===== config.mk =====
export PLATFORM = sky130hd
export DESIGN_NAME = seq_mag_comparator_flat
export DESIGN_NICKNAME = d
export VERILOG_FILES = /design/src/rtl/seq_cmp_pkg.sv /design/src/rtl/seq_mag_comparator_if.sv /design/src/rtl/seq_mag_comparator_bit_slice.sv /design/src/rtl/seq_mag_comparator.sv /design/src/flat_wrapper.sv
export SDC_FILE = /design/constraint.sdc
export NUM_CORES = 1
export LEC_CHECK = 0
export ABC_AREA = 1
export CAP_MARGIN = 20
export CORE_MARGIN = 4
export CORE_UTILIZATION = 52
export DETAILED_ROUTE_END_ITERATION = 10
export GPL_TIMING_DRIVEN = 0
export PLACE_DENSITY_LB_ADDON = 0.05
export SETUP_SLACK_MARGIN = 0.3
export SLEW_MARGIN = 20
export SYNTH_ARGS = -nofsm -noshare
export SYNTH_HDL_FRONTEND = slang
export SYNTH_HIERARCHICAL = 1
export SYNTH_SLANG_ARGS = --single-unit

===== constraint.sdc =====
create_clock -name clk -period 2.1 [get_ports clk]
set_input_delay 0.42 -clock clk [delete_from_list [all_inputs] [get_ports clk]]
set_output_delay 0.42 -clock clk [all_outputs]
set_load 0.02 [all_outputs]

===== src/rtl/seq_cmp_pkg.sv =====
// Shared constants for the sequential magnitude comparator: FSM state
// encoding and one-hot result-flag encoding {gt, lt, eq}.
package seq_cmp_pkg;

  localparam logic [1:0] ST_IDLE = 2'd0;
  localparam logic [1:0] ST_CMP  = 2'd1;
  localparam logic [1:0] ST_DONE = 2'd2;

  localparam logic [2:0] RES_NONE = 3'b000;
  localparam logic [2:0] RES_GT   = 3'b100;
  localparam logic [2:0] RES_LT   = 3'b010;
  localparam logic [2:0] RES_EQ   = 3'b001;

  function automatic logic [2:0] res_from_gt(input logic gt);
    return gt ? RES_GT : RES_LT;
  endfunction

endpackage


===== src/rtl/seq_mag_comparator_if.sv =====
// Request/result bundle for seq_mag_comparator; the requester is the master.
interface seq_mag_comparator_if #(
  parameter int WIDTH = 8
);
  localparam int CW = $clog2(WIDTH + 1);

  logic             start;
  logic [WIDTH-1:0] a;
  logic [WIDTH-1:0] b;
  logic             busy;
  logic             done;
  logic             a_gt_b;
  logic             a_lt_b;
  logic             a_eq_b;
  logic [CW-1:0]    bits_used;

  modport master (
    output start, a, b,
    input  busy, done, a_gt_b, a_lt_b, a_eq_b, bits_used
  );

  modport slave (
    input  start, a, b,
    output busy, done, a_gt_b, a_lt_b, a_eq_b, bits_used
  );
endinterface


===== src/rtl/seq_mag_comparator_bit_slice.sv =====
// Single bit-pair decision: flags a difference and, if so, whether A wins.
module cmp_bit_slice (
  input  logic a_bit_i,
  input  logic b_bit_i,
  input  logic is_msb_i,
  input  logic signed_i,
  output logic differ_o,
  output logic gt_o
);
  // In two's complement the sign bit carries negative weight, so a set bit loses.
  always_comb begin
    differ_o = a_bit_i ^ b_bit_i;
    gt_o     = differ_o & ((is_msb_i & signed_i) ? b_bit_i : a_bit_i);
  end
endmodule


===== src/rtl/seq_mag_comparator.sv =====
// Bit-serial MSB-first magnitude comparator with early termination on the
// first differing bit; one bit examined per cycle.
module seq_mag_comparator
  import seq_cmp_pkg::*;
#(
  parameter int WIDTH  = 8,
  parameter bit SIGNED = 1'b0
) (
  input logic                 clk,
  input logic                 rst,
  seq_mag_comparator_if.slave bus
);
  localparam int CW = $clog2(WIDTH + 1);
  localparam int IW = $clog2(WIDTH);

  logic [1:0]       state_q, state_d;
  logic [WIDTH-1:0] a_q, a_d, b_q, b_d;
  logic [IW-1:0]    idx_q, idx_d;
  logic [CW-1:0]    cnt_q, cnt_d;
  logic [CW-1:0]    used_q, used_d;
  logic [2:0]       res_q, res_d;
  logic             differ, gt;

  cmp_bit_slice u_slice (
    .a_bit_i  (a_q[idx_q]),
    .b_bit_i  (b_q[idx_q]),
    .is_msb_i (idx_q == IW'(WIDTH - 1)),
    .signed_i (SIGNED),
    .differ_o (differ),
    .gt_o     (gt)
  );

  always_comb begin
    state_d = state_q;
    a_d     = a_q;
    b_d     = b_q;
    idx_d   = idx_q;
    cnt_d   = cnt_q;
    used_d  = used_q;
    res_d   = res_q;
    case (state_q)
      ST_IDLE: begin
        if (bus.start) begin
          a_d     = bus.a;
          b_d     = bus.b;
          idx_d   = IW'(WIDTH - 1);
          cnt_d   = '0;
          state_d = ST_CMP;
        end
      end
      ST_CMP: begin
        cnt_d = cnt_q + CW'(1);
        if (differ) begin
          res_d   = res_from_gt(gt);
          used_d  = cnt_q + CW'(1);
          state_d = ST_DONE;
        end else if (idx_q == '0) begin
          res_d   = RES_EQ;
          used_d  = cnt_q + CW'(1);
          state_d = ST_DONE;
        end else begin
          idx_d = idx_q - IW'(1);
        end
      end
      ST_DONE: state_d = ST_IDLE;
      default: state_d = ST_IDLE;
    endcase
  end

  always_ff @(posedge clk or posedge rst) begin
    if (rst) begin
      state_q <= ST_IDLE;
      a_q     <= '0;
      b_q     <= '0;
      idx_q   <= '0;
      cnt_q   <= '0;
      used_q  <= '0;
      res_q   <= RES_NONE;
    end else begin
      state_q <= state_d;
      a_q     <= a_d;
      b_q     <= b_d;
      idx_q   <= idx_d;
      cnt_q   <= cnt_d;
      used_q  <= used_d;
      res_q   <= res_d;
    end
  end

  assign bus.busy      = (state_q != ST_IDLE);
  assign bus.done      = (state_q == ST_DONE);
  assign bus.a_gt_b    = res_q[2];
  assign bus.a_lt_b    = res_q[1];
  assign bus.a_eq_b    = res_q[0];
  assign bus.bits_used = used_q;
endmodule


===== src/flat_wrapper.sv =====
// flat-port wrapper written by rule: the top's interface ports become plain ports
module seq_mag_comparator_flat import seq_cmp_pkg::*;
#(
  parameter int WIDTH  = 8,
  parameter bit SIGNED = 1'b0
)
  (clk, rst, bus_start, bus_a, bus_b, bus_busy, bus_done, bus_a_gt_b, bus_a_lt_b, bus_a_eq_b, bus_bits_used);
  seq_mag_comparator_if #(.WIDTH(WIDTH)) bus_i ();
  input logic clk;
  input logic rst;
  input wire logic [$bits(bus_i.start)-1:0] bus_start;
  input wire logic [$bits(bus_i.a)-1:0] bus_a;
  input wire logic [$bits(bus_i.b)-1:0] bus_b;
  output wire logic [$bits(bus_i.busy)-1:0] bus_busy;
  output wire logic [$bits(bus_i.done)-1:0] bus_done;
  output wire logic [$bits(bus_i.a_gt_b)-1:0] bus_a_gt_b;
  output wire logic [$bits(bus_i.a_lt_b)-1:0] bus_a_lt_b;
  output wire logic [$bits(bus_i.a_eq_b)-1:0] bus_a_eq_b;
  output wire logic [$bits(bus_i.bits_used)-1:0] bus_bits_used;
  assign bus_i.start = bus_start;
  assign bus_i.a = bus_a;
  assign bus_i.b = bus_b;
  assign bus_busy = bus_i.busy;
  assign bus_done = bus_i.done;
  assign bus_a_gt_b = bus_i.a_gt_b;
  assign bus_a_lt_b = bus_i.a_lt_b;
  assign bus_a_eq_b = bus_i.a_eq_b;
  assign bus_bits_used = bus_i.bits_used;
  seq_mag_comparator #(.WIDTH(WIDTH), .SIGNED(SIGNED)) u_core (.clk(clk), .rst(rst), .bus(bus_i));
endmodule

==> flow_summary.toml, run 1 <==
[synth]
synth-seq-cells = 32
ys_seq_area_share_pct = 48.0
synthDistinctLibCells = 24
syn_area_per_cell_um2 = 8.26
yosys_warnings = 6
synthTopCellsByArea = "dfrtp_1 48%, nand2_1 18%, o21ai_2 8.4%"
synth_top_area_cell = "dfrtp_1"
syn-instance-count = 202
syn_nets = 225
syn-cell-area_mm2 = 0.00167
yosysTopAreaCellShare_pct = 48.0

[timing]
skew_ns = 0.00745
report.final.slew_viol_count = 0
fmax_mhz = 579
finalSetupViolCount = 0
rsz0062_at_grt = "no"
max_slew_margin_pct = 55.0
min_period_ns = 1.73
setup_tns_ns = 0
tightest_slew_ns = 0.673
hold_viol = 0
period_share_pct = 82.3

[critical_path]
crit_chain = "clkdlybuf4s50_1"
crit_arrival_ns = 1.31
cp_max_fo = 2
critPathKind = "register to output port"
reg2reg_slack_ns = 0.41
r2r-start = "u_core/idx_q[0]$_DFFE_PP0P_"
cpPeakStageDelay_ns = 0.61
cp_num_buf_inv = 1
ff2ff_path_depth = 14
crit_slowest_cell = "clkdlybuf4s50_1"
critPathLaunchType = "register"
end_kind = "output port"
worstPathRequired_ns = 1.68
crit_family = "buffers and inverters"
reg2reg_to = "u_core/bus.bits_used[3]$_DFFE_PP0P_"

[layout]
finalNonFillerCells = 288
multi_input_area_um2 = 744
area_delta_synth_final_pct = 28.9
mostFrequentLayoutCell = "nand2_1"
antenna_cells = 0
seqCellArea_um2 = 803
final_cell_mix = "75 x nand2_1, 30 x dfrtp_1, 25 x clkdlybuf4s50_1"
drive_gt1_share_pct = 24.6
layout.nets = 266
nFillCells = 252

[routing]
routed_wl_mm = 3.41
wl_met3_um = 211
wire_per_inst_um = 11.9
highest_layer = "met4"
firstDrtPassIters = 4
met1Wirelength_mm = 1.54
drt_iter0_drc = 62
via_count = 1423
wl_met2_mm = 1.60
viasPerCell = 4.94
ant_nets = 0
drcViolationCount = 0

[placement]
gp_congestion = 0.749
port_buffers = 27
dp_cells = 273
hpwl_mm = 2.42

[global_routing]
grt_start_max_net_pins = 33
antenna_found_initial = 0
grtUsageTotal_pct = 18.9
grt_first_pass_wirelength_mm = 6.11
grt_pass1_vias = 1413
grt-ovfl-total = 0

[hold_path]
hp-class = "register to register"
hold_depth = 2
whs_endpoint = "u_core/res_q[2]$_DFFE_PP0P_"
hold_path_startpoint = "u_core/res_q[2]$_DFFE_PP0P_"

[cts]
clk_pin_slew_ns = 0.10
cts_root_buf = "clkbuf_4"
cts-buffers-inserted = 5
htreeDepth = 2
clk-insertion-delay-late_ns = 0.33
cts_buffer_depth = 2
clock-sinks = 32
cts_tree = "done"

[power_and_ir_drop]
p_per_area_mw_per_mm2 = 1680
ir_drop_mv = 0.693
total_power_w = 0.00362
cellLeakagePower_nw = 1.13

[floorplan]
io_pins = 28
die_area_mm2 = 0.00418
die_x_um = 64.6
die_h_um = 64.6
placementRows = 20
core_mm2 = 0.00305
start_util_pct = 54.6

[job]
max-cap-violations = 0

[run_status]
status = "finished, final reports clean"
kinds of logic after synthesis:
logic type	after synthesis	share of synthesized area [%]
compound gates	23	10.7
flops	32	48.0
xor+xnor	2	1.05
other cells	1	0.225
buf+inv	36	9.68
simple gates	104	27.4
fa+ha+maj	4	3.00
flip-flops by register name, summed over array words and instances, names as in the netlist:
| register | flops |
|---|---|
| u_core/cnt_q | 4 |
| u_core/res_q | 3 |
| u_core/a_q | 8 |
| u_core/bus.bits_used | 4 |
| u_core/state_q | 2 |
| u_core/idx_q | 3 |
| u_core/b_q | 8 |
through the flow:
stage / instance area [um2] / util [%] / setup slack (ns) / hold slack, ns
3_3_place_gp: 1990 / 65.3 / 0.200 / 0.457
3_5_place_dp: 1990 / 65.3 / 0.155 / 0.460
5_1_grt: 2150 / 70.4 / 0.229 / 0.516
6_report: 2150 / 70.4 / 0.373 / 0.479
4_1_cts: 2090 / 68.4 / 0.307 / 0.485
2_1_floorplan: 1670 / - / 0.458 / 0.491
tightest hold or removal path, stage by stage, from the launching register on:
cell and delay, ns:
dfrtp_1 0.35, nand2_1 0.05, nand2_1 0.05
what timing repair did:
action                     in CTS  in global routing
hold buffers                    0                  0
pin swaps                       1                  5
setup endpoints to repair      12                 12
cloned                          1                  1
buffers inserted                2                  3
resized for setup               8                 11
hold endpoints to repair        0                  0
report_power, final:
part	internal (W)	switching, W
sequential	0.000902	0.000166
combinational	0.000891	0.00129
clock	0.000159	0.000211
cells in the mapped netlist:
library cell / number
nand3_1: 12
dfrtp_1: 32
o21ai_0: 5
nand2_2: 2
conb_1: 1
inv_2: 7
ha_1: 4
nand4_1: 1
nand2_1: 79
inv_4: 1
nand3_2: 1
nand3b_1: 1
xor2_1: 2
a21oi_1: 1
o21ai_2: 16
buf_2: 1
nor3_1: 1
inv_1: 24
buf_6: 3
a21o_1: 1
nor2_8: 1
nand3_4: 1
nor2_1: 4
nor2_2: 1
layer usage:
layer | GRT usage (%) | vias to the layer above
met2 | 29.6 | 43
li1 | - | 707
met5 | 0 | -
met1 | 24.6 | 666
met3 | 4.33 | 7
met4 | 9.23 | 0
cell type report:
cell class	instances	area share (%)
Inverter	32	6.05
Tap cell	44	2.56
Sequential cell	32	37.4
Timing Repair Buffer	33	14.4
Clock buffer	6	2.39
Multi-Input combinational cell	135	34.6
Clock inverter	2	0.466
Buffer	4	2.10
worst max-delay path by stage:
| stage | slack (ns) | from | end | depth (start not counted) |
|---|---|---|---|---|
| 6_report | 0.37 | u_core/bus.bits_used[3]$_DFFE_PP0P_ | bus_bits_used[3] | 1 |
| 5_1_grt | 0.23 | u_core/idx_q[0]$_DFFE_PP0P_ | u_core/res_q[1]$_DFFE_PP0P_ | 12 |
| 4_1_cts | 0.31 | u_core/idx_q[0]$_DFFE_PP0P_ | u_core/bus.bits_used[3]$_DFFE_PP0P_ | 14 |
| 3_5_place_dp | 0.15 | u_core/idx_q[0]$_DFFE_PP0P_ | u_core/bus.bits_used[3]$_DFFE_PP0P_ | 14 |
| 3_3_place_gp | 0.20 | u_core/idx_q[0]$_DFFE_PP0P_ | u_core/bus.bits_used[3]$_DFFE_PP0P_ | 14 |
| 2_1_floorplan | 0.46 | u_core/idx_q[0]$_DFFE_PP0P_ | u_core/bus.bits_used[2]$_DFFE_PP0P_ | 14 |
Note: power is estimated with default switching activity, not from simulation.
==> run 2: changes to the inputs <==
clock period = 1.7 ns   (was 2.1 ns; I/O delays follow)
==> run 2 against run 1 <==
Against the previous run:
- the flow now finishes with violations (negative setup slack)
- sequential power increased by 25%
- critical path depth rose by 9
- routed wire length up 19%
- clock-buffer cell count unchanged
- register-to-register slack got worse by 0.42 ns
- worst setup slack lost 0.38 ns
- sequential cell count unchanged
- non-clock buffer count grew 5
- sequential share of layout area is 3.2 points lower
- total power up 47%
- largest cell class is now multi-input combinational cells
- largest power group unchanged
==> flow_summary.toml, run 2 (synthesis gave the netlist of run 1 again) <==
[run_status]
status = "finished, violations left"
violations = "negative setup slack"

[timing]
setup_tns_ns = -0.00846
report.final.slew_viol_count = 0
rsz0062_at_grt = "yes"
hold_viol = 0
skew_ns = 0.00465
max_slew_margin_pct = 55.1
period_share_pct = 100
fmax_mhz = 586
setup_ws_ns = -0.00683
min_period_ns = 1.71
finalSetupViolCount = 2
tightest_slew_ns = 0.672

[cts]
cts-buffers-inserted = 5
clock-sinks = 32
htreeDepth = 2
clk-insertion-delay-late_ns = 0.34
cts_buffer_depth = 2
ctsHoldBuffers = 0
cts_root_buf = "clkbuf_4"
clk_pin_slew_ns = 0.10
cts_tree = "done"

[critical_path]
crit_arrival_ns = 1.96
crit_cells = 10
cpPeakStageDelay_ns = 0.50
end_kind = "register"
crit_end = "u_core/res_q[1]$_DFFE_PP0P_"
ff2ff_path_depth = 10
critPathKind = "register to register"
worstPathRequired_ns = 1.95
crit_chain = "inv_2 > nand3_2 > nand2_2 > nand2_2 > nand2_4 > xor2_2 > inv_2 > nand2_4 > nand2_4 > a21o_1"
critPathLaunchType = "register"
reg2reg_slack_ns = -0.007
cp_max_fo = 7
cp_num_buf_inv = 2
crit_slowest_cell = "dfrtp_2"
worstSetupStartpoint = "u_core/idx_q[1]$_DFFE_PP0P_"
reg2reg_to = "u_core/res_q[1]$_DFFE_PP0P_"
crit_family = "simple AND/OR/NAND/NOR gates"
crit_top_cell = "nand2_4"
r2r-start = "u_core/idx_q[1]$_DFFE_PP0P_"

[routing]
firstDrtPassIters = 4
drcViolationCount = 0
ant_nets = 0
drt_iter0_drc = 101
wire_per_inst_um = 13.8
routed_wl_mm = 4.06
viasPerCell = 5.04
via_count = 1483

[global_routing]
grt_start_max_net_pins = 33
grtUsageTotal_pct = 21.0
antenna_found_initial = 0
grt-ovfl-total = 0
grt_pass1_vias = 1535
grt_first_pass_wirelength_mm = 6.69

[placement]
gp_congestion = 0.726
pre_cts_ws_ns = -0.137
hpwl_mm = 2.53
port_buffers = 27

[job]
max-cap-violations = 0

[floorplan]
placementRows = 20
die_h_um = 64.6
die_x_um = 64.6
io_pins = 28
core_mm2 = 0.00305
start_util_pct = 54.6
die_area_mm2 = 0.00418

[power_and_ir_drop]
cellLeakagePower_nw = 1.22
p_per_area_mw_per_mm2 = 2270
ir_drop_mv = 0.918

[layout]
final_cell_mix = "50 x nand2_1, 30 x dfrtp_1, 25 x nand2_2"
nFillCells = 233
mostFrequentLayoutCell = "nand2_1"
reg.largest.list = "u_core/a_q x8, u_core/b_q x8"
layout.nets = 272
area_delta_synth_final_pct = 41.0
antenna_cells = 0
drive_gt1_share_pct = 44.0

[hold_path]
hp-class = "input pin to asynchronous set/reset pin"
run 2: worst min-delay path by stage:
stage	endpoint	slack, ns	from
floorplan	u_core/a_q[0]$_DFFE_PP0P_	0.46	rst
global placement	u_core/res_q[2]$_DFFE_PP0P_	0.46	u_core/res_q[2]$_DFFE_PP0P_
detailed placement	u_core/res_q[1]$_DFFE_PP0P_	0.47	u_core/res_q[1]$_DFFE_PP0P_
CTS	u_core/cnt_q[1]$_DFFE_PP0P_	0.42	rst
global route	u_core/b_q[2]$_DFFE_PP0P_	0.47	rst
finish	u_core/a_q[3]$_DFFE_PP0P_	0.41	rst
run 2: power by group:
group	switching (W)	internal, W
logic	0.00213	0.00139
registers	0.000227	0.00111
clock network	0.000275	0.000197
run 2: metrics by stage:
| stage | utilization [%] | instances | hold WS, ns | area, um2 | total power [W] |
|---|---|---|---|---|---|
| finish | 77.0 | 294 | 0.405 | 2350 | 0.00533 |
| global route | 77.0 | 294 | 0.468 | 2350 | 0.00573 |
| CTS | 71.8 | 292 | 0.418 | 2190 | 0.00458 |
| detailed placement | 65.9 | 273 | 0.470 | 2010 | 0.00361 |
| global placement | 65.9 | 273 | 0.458 | 2010 | 0.00351 |
| floorplan | - | 202 | 0.456 | 1690 | 0.00301 |
run 2: per-layer routing:
metal / global-route usage, % / vias up / wire, um
li1: - / 715 / -
met1: 25.6 / 716 / 1730
met2: 35.6 / 40 / 2080
met3: 3.99 / 12 / 146
met4: 10.3 / 0 / 101
met5: 0 / - / 0
run 2: worst reg2reg max path: cells and delay by family, from the launching register on:
kind                      cells  cell delay (ns)
xor gates and xnor gates      1             0.16
and+or+nand+nor               6             0.52
AOI/OAI and AO/OA             1             0.16
buffers and inverters         2             0.27
DFF                           1             0.50
run 2: area by class of cell:
class	count	area, um2	area share, %
Inverter	32	138	5.85
Sequential cell	32	803	34.2
Tap cell	44	55.1	2.34
Timing Repair Buffer	38	334	14.2
Buffer	4	45.0	1.92
Clock buffer	6	51.3	2.18
Clock inverter	2	10.0	0.426
Multi-Input combinational cell	135	906	38.5
Timing Repair inverter	1	8.76	0.373
run 2: repair_timing:
item	4_1_cts	5_1_grt
setup buffers	8	2
gates resized for setup	35	59
setup endpoints to repair	21	19
pin swaps	13	15
cloned	3	0
